**src/rtl/lr_parser_pkg.sv**
```systemverilog
// rtl/lr_parser_pkg.sv - Shared encodings for the LR(1) shift/reduce engine
package lr_parser_pkg;

  typedef enum logic [1:0] {
    ACT_ERROR  = 2'd0,
    ACT_SHIFT  = 2'd1,
    ACT_REDUCE = 2'd2,
    ACT_ACCEPT = 2'd3
  } act_type_e;

  typedef enum logic [2:0] {
    S_INIT,
    S_WAIT,
    S_MOVE,
    S_SHIFT,
    S_POP,
    S_GOTO,
    S_ACCEPT,
    S_ERROR
  } state_e;

  localparam logic [1:0] ERR_NONE      = 2'd0;
  localparam logic [1:0] ERR_NO_ACTION = 2'd1;
  localparam logic [1:0] ERR_OVERFLOW  = 2'd2;
  localparam logic [1:0] ERR_UNDERFLOW = 2'd3;

  localparam logic [1:0] SEL_ACTION  = 2'd0;
  localparam logic [1:0] SEL_RHS_LEN = 2'd1;
  localparam logic [1:0] SEL_GOTO    = 2'd2;
  localparam logic [1:0] SEL_RSVD    = 2'd3;

  function automatic int lr_max(input int a, input int b);
    return (a > b) ? a : b;
  endfunction

endpackage

```
**src/rtl/lr_state_stack.sv**
```systemverilog
// rtl/lr_state_stack.sv - Parser state stack with combinational top-of-stack read
module lr_state_stack
  import lr_parser_pkg::*;
#(
  parameter int W     = 3,
  parameter int DEPTH = 1024
) (
  input  logic                     CLK,
  input  logic                     RST_N,
  input  logic                     clr,
  input  logic                     push,
  input  logic                     pop,
  input  logic [W-1:0]             push_data,
  output logic [W-1:0]             top,
  output logic                     full,
  output logic                     empty,
  output logic [$clog2(DEPTH):0]   count
);

  localparam int AW = $clog2(DEPTH);

  logic [W-1:0] mem [DEPTH];
  logic [AW:0]  sp;
  logic [AW-1:0] top_idx;

  assign top_idx = AW'(sp - (AW+1)'(1));
  assign top     = mem[top_idx];
  assign full    = (sp == (AW+1)'(DEPTH));
  assign empty   = (sp == '0);
  assign count   = sp;

  // Storage is never reset; only the pointer defines what is live.
  always_ff @(posedge CLK) begin
    if (push && !full && !clr)
      mem[sp[AW-1:0]] <= push_data;
  end

  always_ff @(posedge CLK or negedge RST_N) begin
    if (!RST_N)
      sp <= '0;
    else if (clr)
      sp <= '0;
    else if (push && !full)
      sp <= sp + (AW+1)'(1);
    else if (pop && !empty)
      sp <= sp - (AW+1)'(1);
  end

endmodule

```
**src/rtl/lr_parser_engine.sv**
```systemverilog
// rtl/lr_parser_engine.sv - Table-driven LR(1) shift/reduce engine with run-time loaded tables
module lr_parser_engine
  import lr_parser_pkg::*;
#(
  parameter int STATE_W = 3,
  parameter int TOKEN_W = 2,
  parameter int RULE_W  = 2,
  parameter int LEN_W   = 4,
  parameter int DEPTH   = 1024
) (
  input  logic                                     CLK,
  input  logic                                     RST_N,
  input  logic                                     CLR,
  input  logic                                     TBL_WE,
  input  logic [1:0]                               TBL_SEL,
  input  logic [STATE_W+lr_max(TOKEN_W,RULE_W)-1:0] TBL_ADDR,
  input  logic [lr_max(STATE_W,RULE_W)+1:0]        TBL_DATA,
  input  logic                                     I_VALID,
  input  logic [TOKEN_W-1:0]                       I_TOKEN,
  output logic                                     I_READY,
  output logic                                     O_VALID,
  output logic [RULE_W-1:0]                        O_RULE,
  output logic                                     O_ACCEPT,
  output logic                                     O_ERROR,
  output logic [1:0]                               O_ERRCODE,
  output logic                                     BUSY
);

  localparam int VAL_W  = lr_max(STATE_W, RULE_W);
  localparam int COL_W  = lr_max(TOKEN_W, RULE_W);
  localparam int ADDR_W = STATE_W + COL_W;
  localparam int DATA_W = VAL_W + 2;
  localparam int CNT_W  = $clog2(DEPTH) + 1;

  logic [DATA_W-1:0]  act_mem  [2**(STATE_W+TOKEN_W)];
  logic [STATE_W-1:0] goto_mem [2**(STATE_W+RULE_W)];
  logic [LEN_W-1:0]   len_mem  [2**RULE_W];

  state_e state, state_nxt;
  logic [TOKEN_W-1:0] tok_q;
  logic [VAL_W-1:0]   val_q;
  logic [LEN_W-1:0]   cnt_q;
  logic               ready_q, o_valid_q, accept_q, error_q;
  logic [RULE_W-1:0]  o_rule_q;
  logic [1:0]         errcode_q;

  logic               push, pop;
  logic [STATE_W-1:0] push_data, stk_top;
  logic               stk_full, stk_empty;
  logic [CNT_W-1:0]   stk_count;

  logic               load_tok, load_act, load_cnt, dec_cnt;
  logic               err_set, acc_set, valid_set;
  logic [1:0]         err_nxt;

  logic [STATE_W-1:0] tbl_row;
  logic [COL_W-1:0]   tbl_col;
  logic               tbl_wr_en;
  logic [DATA_W-1:0]  act_word;
  act_type_e          act_type;
  logic [VAL_W-1:0]   act_val;
  logic [LEN_W-1:0]   rhs_len;
  logic [RULE_W-1:0]  rule_q;
  logic [STATE_W-1:0] goto_state;

  lr_state_stack #(.W(STATE_W), .DEPTH(DEPTH)) u_stack (
    .CLK       (CLK),
    .RST_N     (RST_N),
    .clr       (CLR),
    .push      (push),
    .pop       (pop),
    .push_data (push_data),
    .top       (stk_top),
    .full      (stk_full),
    .empty     (stk_empty),
    .count     (stk_count)
  );

  assign BUSY = state inside {S_MOVE, S_SHIFT, S_POP, S_GOTO};

  assign tbl_row = TBL_ADDR[ADDR_W-1:COL_W];
  assign tbl_col = TBL_ADDR[COL_W-1:0];
  // A restart may reprogram tables in the same cycle even if it aborts a busy step.
  assign tbl_wr_en = TBL_WE && (!BUSY || CLR);

  always_ff @(posedge CLK) begin
    if (tbl_wr_en && TBL_SEL == SEL_ACTION)
      act_mem[{tbl_row, tbl_col[TOKEN_W-1:0]}] <= TBL_DATA;
    if (tbl_wr_en && TBL_SEL == SEL_RHS_LEN)
      len_mem[tbl_col[RULE_W-1:0]] <= LEN_W'(TBL_DATA);
    if (tbl_wr_en && TBL_SEL == SEL_GOTO)
      goto_mem[{tbl_row, tbl_col[RULE_W-1:0]}] <= TBL_DATA[STATE_W-1:0];
  end

  assign act_word   = act_mem[{stk_top, tok_q}];
  assign act_type   = act_type_e'(act_word[DATA_W-1:VAL_W]);
  assign act_val    = act_word[VAL_W-1:0];
  assign rhs_len    = len_mem[act_val[RULE_W-1:0]];
  assign rule_q     = val_q[RULE_W-1:0];
  assign goto_state = goto_mem[{stk_top, rule_q}];

  always_comb begin
    state_nxt = state;
    push      = 1'b0;
    pop       = 1'b0;
    push_data = '0;
    load_tok  = 1'b0;
    load_act  = 1'b0;
    load_cnt  = 1'b0;
    dec_cnt   = 1'b0;
    err_set   = 1'b0;
    err_nxt   = ERR_NONE;
    acc_set   = 1'b0;
    valid_set = 1'b0;
    case (state)
      S_INIT: begin
        push      = 1'b1;
        state_nxt = S_WAIT;
      end
      S_WAIT: begin
        if (I_VALID && ready_q) begin
          load_tok  = 1'b1;
          state_nxt = S_MOVE;
        end
      end
      S_MOVE: begin
        case (act_type)
          ACT_SHIFT: begin
            load_act  = 1'b1;
            state_nxt = S_SHIFT;
          end
          ACT_REDUCE: begin
            load_act  = 1'b1;
            load_cnt  = 1'b1;
            state_nxt = (rhs_len == '0) ? S_GOTO : S_POP;
          end
          ACT_ACCEPT: begin
            acc_set   = 1'b1;
            state_nxt = S_ACCEPT;
          end
          default: begin
            err_set   = 1'b1;
            err_nxt   = ERR_NO_ACTION;
            state_nxt = S_ERROR;
          end
        endcase
      end
      S_SHIFT: begin
        if (stk_full) begin
          err_set   = 1'b1;
          err_nxt   = ERR_OVERFLOW;
          state_nxt = S_ERROR;
        end else begin
          push      = 1'b1;
          push_data = val_q[STATE_W-1:0];
          state_nxt = S_WAIT;
        end
      end
      S_POP: begin
        // The bottom entry (state 0) is never popped.
        if (stk_empty || stk_count == CNT_W'(1)) begin
          err_set   = 1'b1;
          err_nxt   = ERR_UNDERFLOW;
          state_nxt = S_ERROR;
        end else begin
          pop     = 1'b1;
          dec_cnt = 1'b1;
          if (cnt_q == LEN_W'(1))
            state_nxt = S_GOTO;
        end
      end
      S_GOTO: begin
        if (stk_full) begin
          err_set   = 1'b1;
          err_nxt   = ERR_OVERFLOW;
          state_nxt = S_ERROR;
        end else begin
          push      = 1'b1;
          push_data = goto_state;
          valid_set = 1'b1;
          state_nxt = S_MOVE;
        end
      end
      default: ;
    endcase
    if (CLR) begin
      state_nxt = S_INIT;
      push      = 1'b0;
      pop       = 1'b0;
      load_tok  = 1'b0;
      err_set   = 1'b0;
      acc_set   = 1'b0;
      valid_set = 1'b0;
    end
  end

  always_ff @(posedge CLK or negedge RST_N) begin
    if (!RST_N) begin
      state     <= S_INIT;
      tok_q     <= '0;
      val_q     <= '0;
      cnt_q     <= '0;
      ready_q   <= 1'b0;
      o_valid_q <= 1'b0;
      o_rule_q  <= '0;
      accept_q  <= 1'b0;
      error_q   <= 1'b0;
      errcode_q <= ERR_NONE;
    end else begin
      state     <= state_nxt;
      ready_q   <= (state_nxt == S_WAIT);
      o_valid_q <= valid_set;
      o_rule_q  <= valid_set ? rule_q : '0;
      if (load_tok) tok_q <= I_TOKEN;
      if (load_act) val_q <= act_val;
      if (load_cnt)     cnt_q <= rhs_len;
      else if (dec_cnt) cnt_q <= cnt_q - LEN_W'(1);
      if (CLR) begin
        accept_q  <= 1'b0;
        error_q   <= 1'b0;
        errcode_q <= ERR_NONE;
      end else begin
        if (acc_set) accept_q <= 1'b1;
        if (err_set) begin
          error_q   <= 1'b1;
          errcode_q <= err_nxt;
        end
      end
    end
  end

  assign I_READY   = ready_q;
  assign O_VALID   = o_valid_q;
  assign O_RULE    = o_rule_q;
  assign O_ACCEPT  = accept_q;
  assign O_ERROR   = error_q;
  assign O_ERRCODE = errcode_q;

endmodule

```
**config.mk**
```make
export PLATFORM = sky130hd
export DESIGN_NAME = lr_parser_engine
export DESIGN_NICKNAME = d
export VERILOG_FILES = /design/src/rtl/lr_parser_pkg.sv /design/src/rtl/lr_state_stack.sv /design/src/rtl/lr_parser_engine.sv
export SDC_FILE = /design/constraint.sdc
export NUM_CORES = 2
export LEC_CHECK = 0
export CORE_MARGIN = 3
export CORE_UTILIZATION = 40
export DETAILED_ROUTE_END_ITERATION = 7
export SLEW_MARGIN = 20
export SYNTH_ARGS = -nofsm -noshare
export SYNTH_HDL_FRONTEND = slang
export SYNTH_SLANG_ARGS = --single-unit
```
**constraint.sdc**
```tcl
create_clock -name CLK -period 41.3 [get_ports CLK]
set_input_delay 6.195 -clock CLK [delete_from_list [all_inputs] [get_ports CLK]]
set_output_delay 6.195 -clock CLK [all_outputs]
set_load 0.01 [all_outputs]
```
; ---- Word level (Yosys, flattened, before mapping)
; Memories as Yosys holds them, arrays and structs flattened.
; Index checks and enable logic that the tools add are counted.
[totals]
in_bits = 19
ram_bits = 3344
reg_bits = 31
mem_count = 4
wordCells = 117
out_inout_bits = 9
[op_classes]
eq_ne = 14
addsub = 3
n_reduce_logical = 26
mux = 59
[memory_table]
columns = name, words, width, read_ports, rd_ports_with_merged_regs, wr, line_no
row1 = u_stack.mem, 1024, 3, 1, 0, 1, lr_state_stack.sv:22  ; logic [W-1:0] mem [DEPTH];
row2 = act_mem, 32, 5, 1, 0, 1, lr_parser_engine.sv:35  ; logic [DATA_W-1:0] act_mem [2**(STATE_W+TOKEN_W)];
row3 = goto_mem, 32, 3, 1, 0, 1, lr_parser_engine.sv:36  ; logic [STATE_W-1:0] goto_mem [2**(STATE_W+RULE_W)];
row4 = len_mem, 4, 4, 1, 0, 1, lr_parser_engine.sv:37  ; logic [LEN_W-1:0] len_mem [2**RULE_W];
[op_table]
columns = operator, count
row1 = 1-bit two-way mux, 35
row2 = 11-bit two-way mux, 3
row3 = 3-bit two-way mux, 8
row4 = 3-bit case mux with 6 select lines, 1
row5 = 11-bit by 1-bit adder with 11-bit output (second input constant), 1
row6 = 11-bit by 1-bit == test with 1-bit output (second input constant), 1
row7 = 11-bit == test (second input constant), 1
row8 = 11-bit zero test, 1
row9 = 11-bit by 1-bit subtractor with 11-bit output (second input constant), 1
row10 = 2-bit two-way mux, 5
row11 = 3-bit case mux with 3 select lines, 1
row12 = 1-bit logical AND, 8
row13 = 4-bit two-way mux, 2
row14 = 2-bit == test (second input constant), 3
row15 = 3-bit by 1-bit == test with 1-bit output (second input constant), 2
row16 = 3-bit by 2-bit == test with 1-bit output (second input constant), 2
row17 = 3-bit == test (second input constant), 2
row18 = 2-bit case mux with 3 select lines, 1
row19 = 3-bit case mux with 2 select lines, 1
row20 = 2-bit nonzero test, 3
row21 = 2-bit by 1-bit == test with 1-bit output (second input constant), 2
row22 = 4-bit by 1-bit == test with 1-bit output (second input constant), 1
row23 = 1-bit zero test, 4
row24 = 4-bit zero test, 1
row25 = 10 further kinds, 12

; ---- Depth between registers and ports, before layout
; An unclocked memory read counts as a cell.
[depth]
ltp_word = 10
mapped_depth = 35

; ---- Hierarchy
; A second synthesis with hierarchy kept.
[hier_totals]
hier_cells = 6922
area_unflattened_um2 = 134073.6
[modules_own_cells]
columns = mod, cells_each, area_per_inst_um2, n_inst
row1 = lr_state_stack, 6286, 122188.4, 1
row2 = lr_parser_engine, 636, 11885.1, 1

; ---- Worst setup path before layout
; No wires, ideal clock.
[synth_path]
kind = reg-to-reg
from = register u_stack.sp[0] (netlist: u_stack.count[0])
to = memory u_stack.mem[0][0], data pin
path_stages_with_launch = 27
arrival_ns = 29.240
setup_time_ns = 4.966
synth_period_minus_slack_ns = 34.206
required_ns = 36.334
path_buffers = 11
setup_slack_ns = 7.094
path_cell_list = dfrtp_1 > buf_4 > inv_1 > clkbuf_1 > buf_2 > buf_2 > buf_1 > ha_1 > buf_2 > inv_2 > buf_2 > buf_2 > buf_2 > mux4_2 > nand2_1 > nand4_1 > a32oi_1 > a32oi_1 > a211oi_1 > or2_2 > buf_2 > buf_2 > mux2i_1 > mux2i_1 > mux2_2 > a22oi_1 > nor2_1
[synth_between]
elab_chain_len = 5
[synth_rtl]
columns = element, line_no
row1 = from (decl), lr_state_stack.sv:23  ; logic [AW:0] sp;
row2 = from (signal assigned), lr_state_stack.sv:44  ; sp <= sp + (AW+1)'(1);
row3 = from (signal assigned), lr_state_stack.sv:46  ; sp <= sp - (AW+1)'(1);
row4 = 11-bit by 1-bit subtractor with 11-bit output, -
row5 = memory read 1024 x 3 bit, -
row6 = memory read 32 x 3 bit, -
row7 = 3-bit two-way mux, lr_parser_engine.sv:173  ; if (stk_full) begin
row8 = 3-bit case mux with 2 select lines (*), lr_parser_engine.sv:115  ; case (state)
row9 = named net push_data[0], lr_parser_engine.sv:48  ; logic [STATE_W-1:0] push_data, stk_top;
row10 = to (decl), lr_state_stack.sv:22
; Mark *: on every way through the listed nets, which the timed path passes. The rest lies on a longest branch.

; ---- Final worst setup path
[layout_path]
from = register u_stack.sp[0] (netlist: u_stack.count[0])
to = memory u_stack.mem[992][1], data pin
; The elaborated chain is that of the path after synthesis.

==> results.toml <==
[cts]
cts_buffer_depth = 4
cts_tree = "built"
insertion_delay_ns = 0.95
htree_levels = 5
clk_pin_slew_worst_paths_ns = 0.07
numCtsBuffers = 349
cts-resized-gates = 0
cts_setup_buffers = 0
root_buffer = "clkbuf_16"
cts_hold_buf = 0
cts_sinks = 3375

[detailed_routing]
num_vias = 80000
drc_errors = 0
drt_first_iter_violations = 11200
vias_per_cell = 6.10
wl_per_cell_um = 32.3
routed_wl_um = 424000
ant_nets = 0
drt_pass1_iterations = 7

[placed_design]
numPortBuffers = 27
place.gp.congestion = 0.869
dp_hpwl_um = 245000
detailedPlace.worstSlack_ns = 28.29

[sta]
finalHoldViolations = 0
setup_slack_ns = 27.92
worst_pin_slew_ns = 1.29
setup_viol = 0
fmax_ghz = 0.0747
period_share_pct = 32.4
final-max-slew-violation-count = 0
slew_headroom_pct = 13.7
fin_crit_ns = 13.38
rsz0062_at_grt = "false"
tns_ns = 0
skew_ns = 0.0728

[yosys]
netlist_area_sq_um = 136000
synth_cell_types = 83
synth_top_area_share_pct = 73.9
ys_ff_latch = 3375
yosysMostFrequentCell = "edfxtp_1"
synth_warnings = 0
postSynth.asyncResetShare_pct = 0.919
syn_nets = 8351
synth_common_cells = "edfxtp_1, nor2_1, nand2_1, mux4_2, nand3_1"
synth.avg_cell_area_sq_um = 16.3
synth_ff_type = "edfxtp_1"
synth.largest_area_cell = "edfxtp_1"
yosysSeqAreaShare_pct = 74.5
synth_edf_count = 3344
yosys-top-cells-area = "edfxtp_1, mux4_2, nor2_1"
syn_inst = 8321

[critical_path]
end_kind = "flip-flop"
path_max_fanout = 92
required_ns = 41.90
startpoint_type = "flip-flop"
reg2reg_slack_ns = 27.92
r2r.worst_path.cells = 23
r2r_end = "u_stack.mem[992][1]"
reg2reg_from = "u_stack.count[0]"
criticalPathCategory = "reg2reg"
arrival_ns = 13.98

[power]
p_total_mw = 12.3
ir_worst_vdd_uv = 101
power_leakage_nw = 48.5
p_per_area_nw_per_um2 = 80.6

[floorplanning]
fp.dieW_um = 589
die_h_um = 589
pin_count = 28
num_rows = 213
die-area_sq_um = 347000
start_util_pct = 40.3
coreArea_sq_um = 337000

[flow_run]
max_cap_violations = 0

[global_route]
grt_max_degree = 214
antenna_found_initial = 25
first_global_vias = 78800
grt_pass1_wl_um = 600000
grt_usage_pct = 23.9
overflow = 0

[hold_path]
hold_path_class = "reg2reg"
hold_end = "tok_q[1]"
min-delay-start = "tok_q[1]"
hold_depth = 1

[cells_and_area]
area_growth_pct = 12.4
nets = 8346
fill_cells = 29000
drive_above_1_share_pct = 16.2

[status]
status = "complete, no violations"
==> power by group <==
group / leakage (nW) / switching, mW / internal [mW]
clock network: 5.40 / 1.34 / 1.76
registers: 31.3 / 0.0356 / 4.07
logic: 11.8 / 3.57 / 1.55
==> worst max-delay path: stages (launching register included) <==
cell and delay (ns):
dfrtp_4 0.91, clkinv_2 0.75, ha_4 1.05, inv_8 0.41, nor2_4 0.19, buf_4 0.51
buf_4 0.67, buf_4 0.71, nand3_1 0.15, nand4_1 0.22, a311oi_1 0.23, o21ai_0 0.64
nor4_1 0.20, a2111oi_4 0.98, or2_2 0.63, mux2i_1 0.18, mux2i_1 0.15, mux2_2 0.17
a22oi_1 0.10, nor2_4 0.53, buf_4 0.81, buf_4 0.72, buf_4 0.83, buf_4 0.79
==> flip-flops by register name, summed over array words and instances, names as in the netlist, 2 cells and up <==
name           count
O_RULE             2
act_mem          160
O_ERRCODE          2
len_mem           16
cnt_q              4
u_stack.count     11
goto_mem          96
state              3
tok_q              2
u_stack.mem     3072
val_q              3
==> cell families (layout without fill, tap and decap cells) <==
kind of cell / after synthesis / after routing / share of synthesized area, %
buffers and inverters: 627 / 905 / 2.08
other: 0 / 8 / 0
and+or+nand+nor: 2809 / 2809 / 8.53
DFF: 3375 / 3375 / 74.5
xor gates and xnor gates: 20 / 20 / 0.134
AOI/OAI and AO/OA: 597 / 597 / 3.22
muxes: 882 / 882 / 11.5
adders and majority gates: 11 / 11 / 0.101
==> worst max path at each step <==
stage / to / from / slack [ns] / depth (start not counted)
floorplan: u_stack.mem[0][0] / u_stack.count[0] / 7.09 / 26
global placement: u_stack.mem[828][1] / u_stack.count[0] / 28.46 / 20
detailed placement: u_stack.mem[1004][1] / u_stack.count[0] / 28.29 / 23
CTS: u_stack.mem[985][1] / u_stack.count[0] / 28.23 / 23
global route: u_stack.mem[992][1] / u_stack.count[0] / 27.63 / 23
finish: u_stack.mem[992][1] / u_stack.count[0] / 27.92 / 23
==> cell type report <==
type | instances | area [sq um] | area share (%)
clock inverters | 202 | 1860 | 1.22
multi-input cells | 4319 | 32500 | 21.3
diodes | 8 | 20.0 | 0.0131
well taps | 4515 | 5650 | 3.70
inverters | 15 | 65.1 | 0.0426
clock buffers | 432 | 9200 | 6.03
flip-flops and latches | 3375 | 101000 | 66.3
repair buffers | 256 | 2200 | 1.44
==> layer usage <==
metal	GRT usage [%]	wire length (um)	share of wire, %	up-vias
li1	-	-	-	32300
met1	32.4	160000	38	41600
met2	37.1	195000	46	5106
met3	5.42	46700	11	986
met4	10.6	21600	5.1	18
met5	0	108	0.025	-
==> through the flow <==
stage | utilization, % | hold slack, ns | instance area [sq um] | std cells
6_report | 45.3 | 0.510 | 153000 | 13100
5_1_grt | 45.3 | 0.532 | 153000 | 13100
4_1_cts | 45.2 | 0.512 | 153000 | 13100
3_5_place_dp | 42.0 | 0.500 | 142000 | 12500
3_3_place_gp | 41.9 | 0.493 | 142000 | 12500
2_1_floorplan | - | 0.519 | 136000 | 8321
==> placed cells by master (no fill, tap or decap), types with 40 or more instances in the layout <==
master and count:
edfxtp_1 3344, clkbuf_16 356, a31oi_1 95, a21oi_1 59, o21ai_0 52, clkbuf_1 75, mux4_2 538, nor2_1 1179
nand2_1 990, a221oi_1 40, a22oi_1 93, buf_4 212, mux2i_1 320, clkinv_2 67, nand3_1 349, a32oi_1 86
clkinv_1 77, nand4_1 79
No activity file was read; power rests on OpenSTA's default activity.
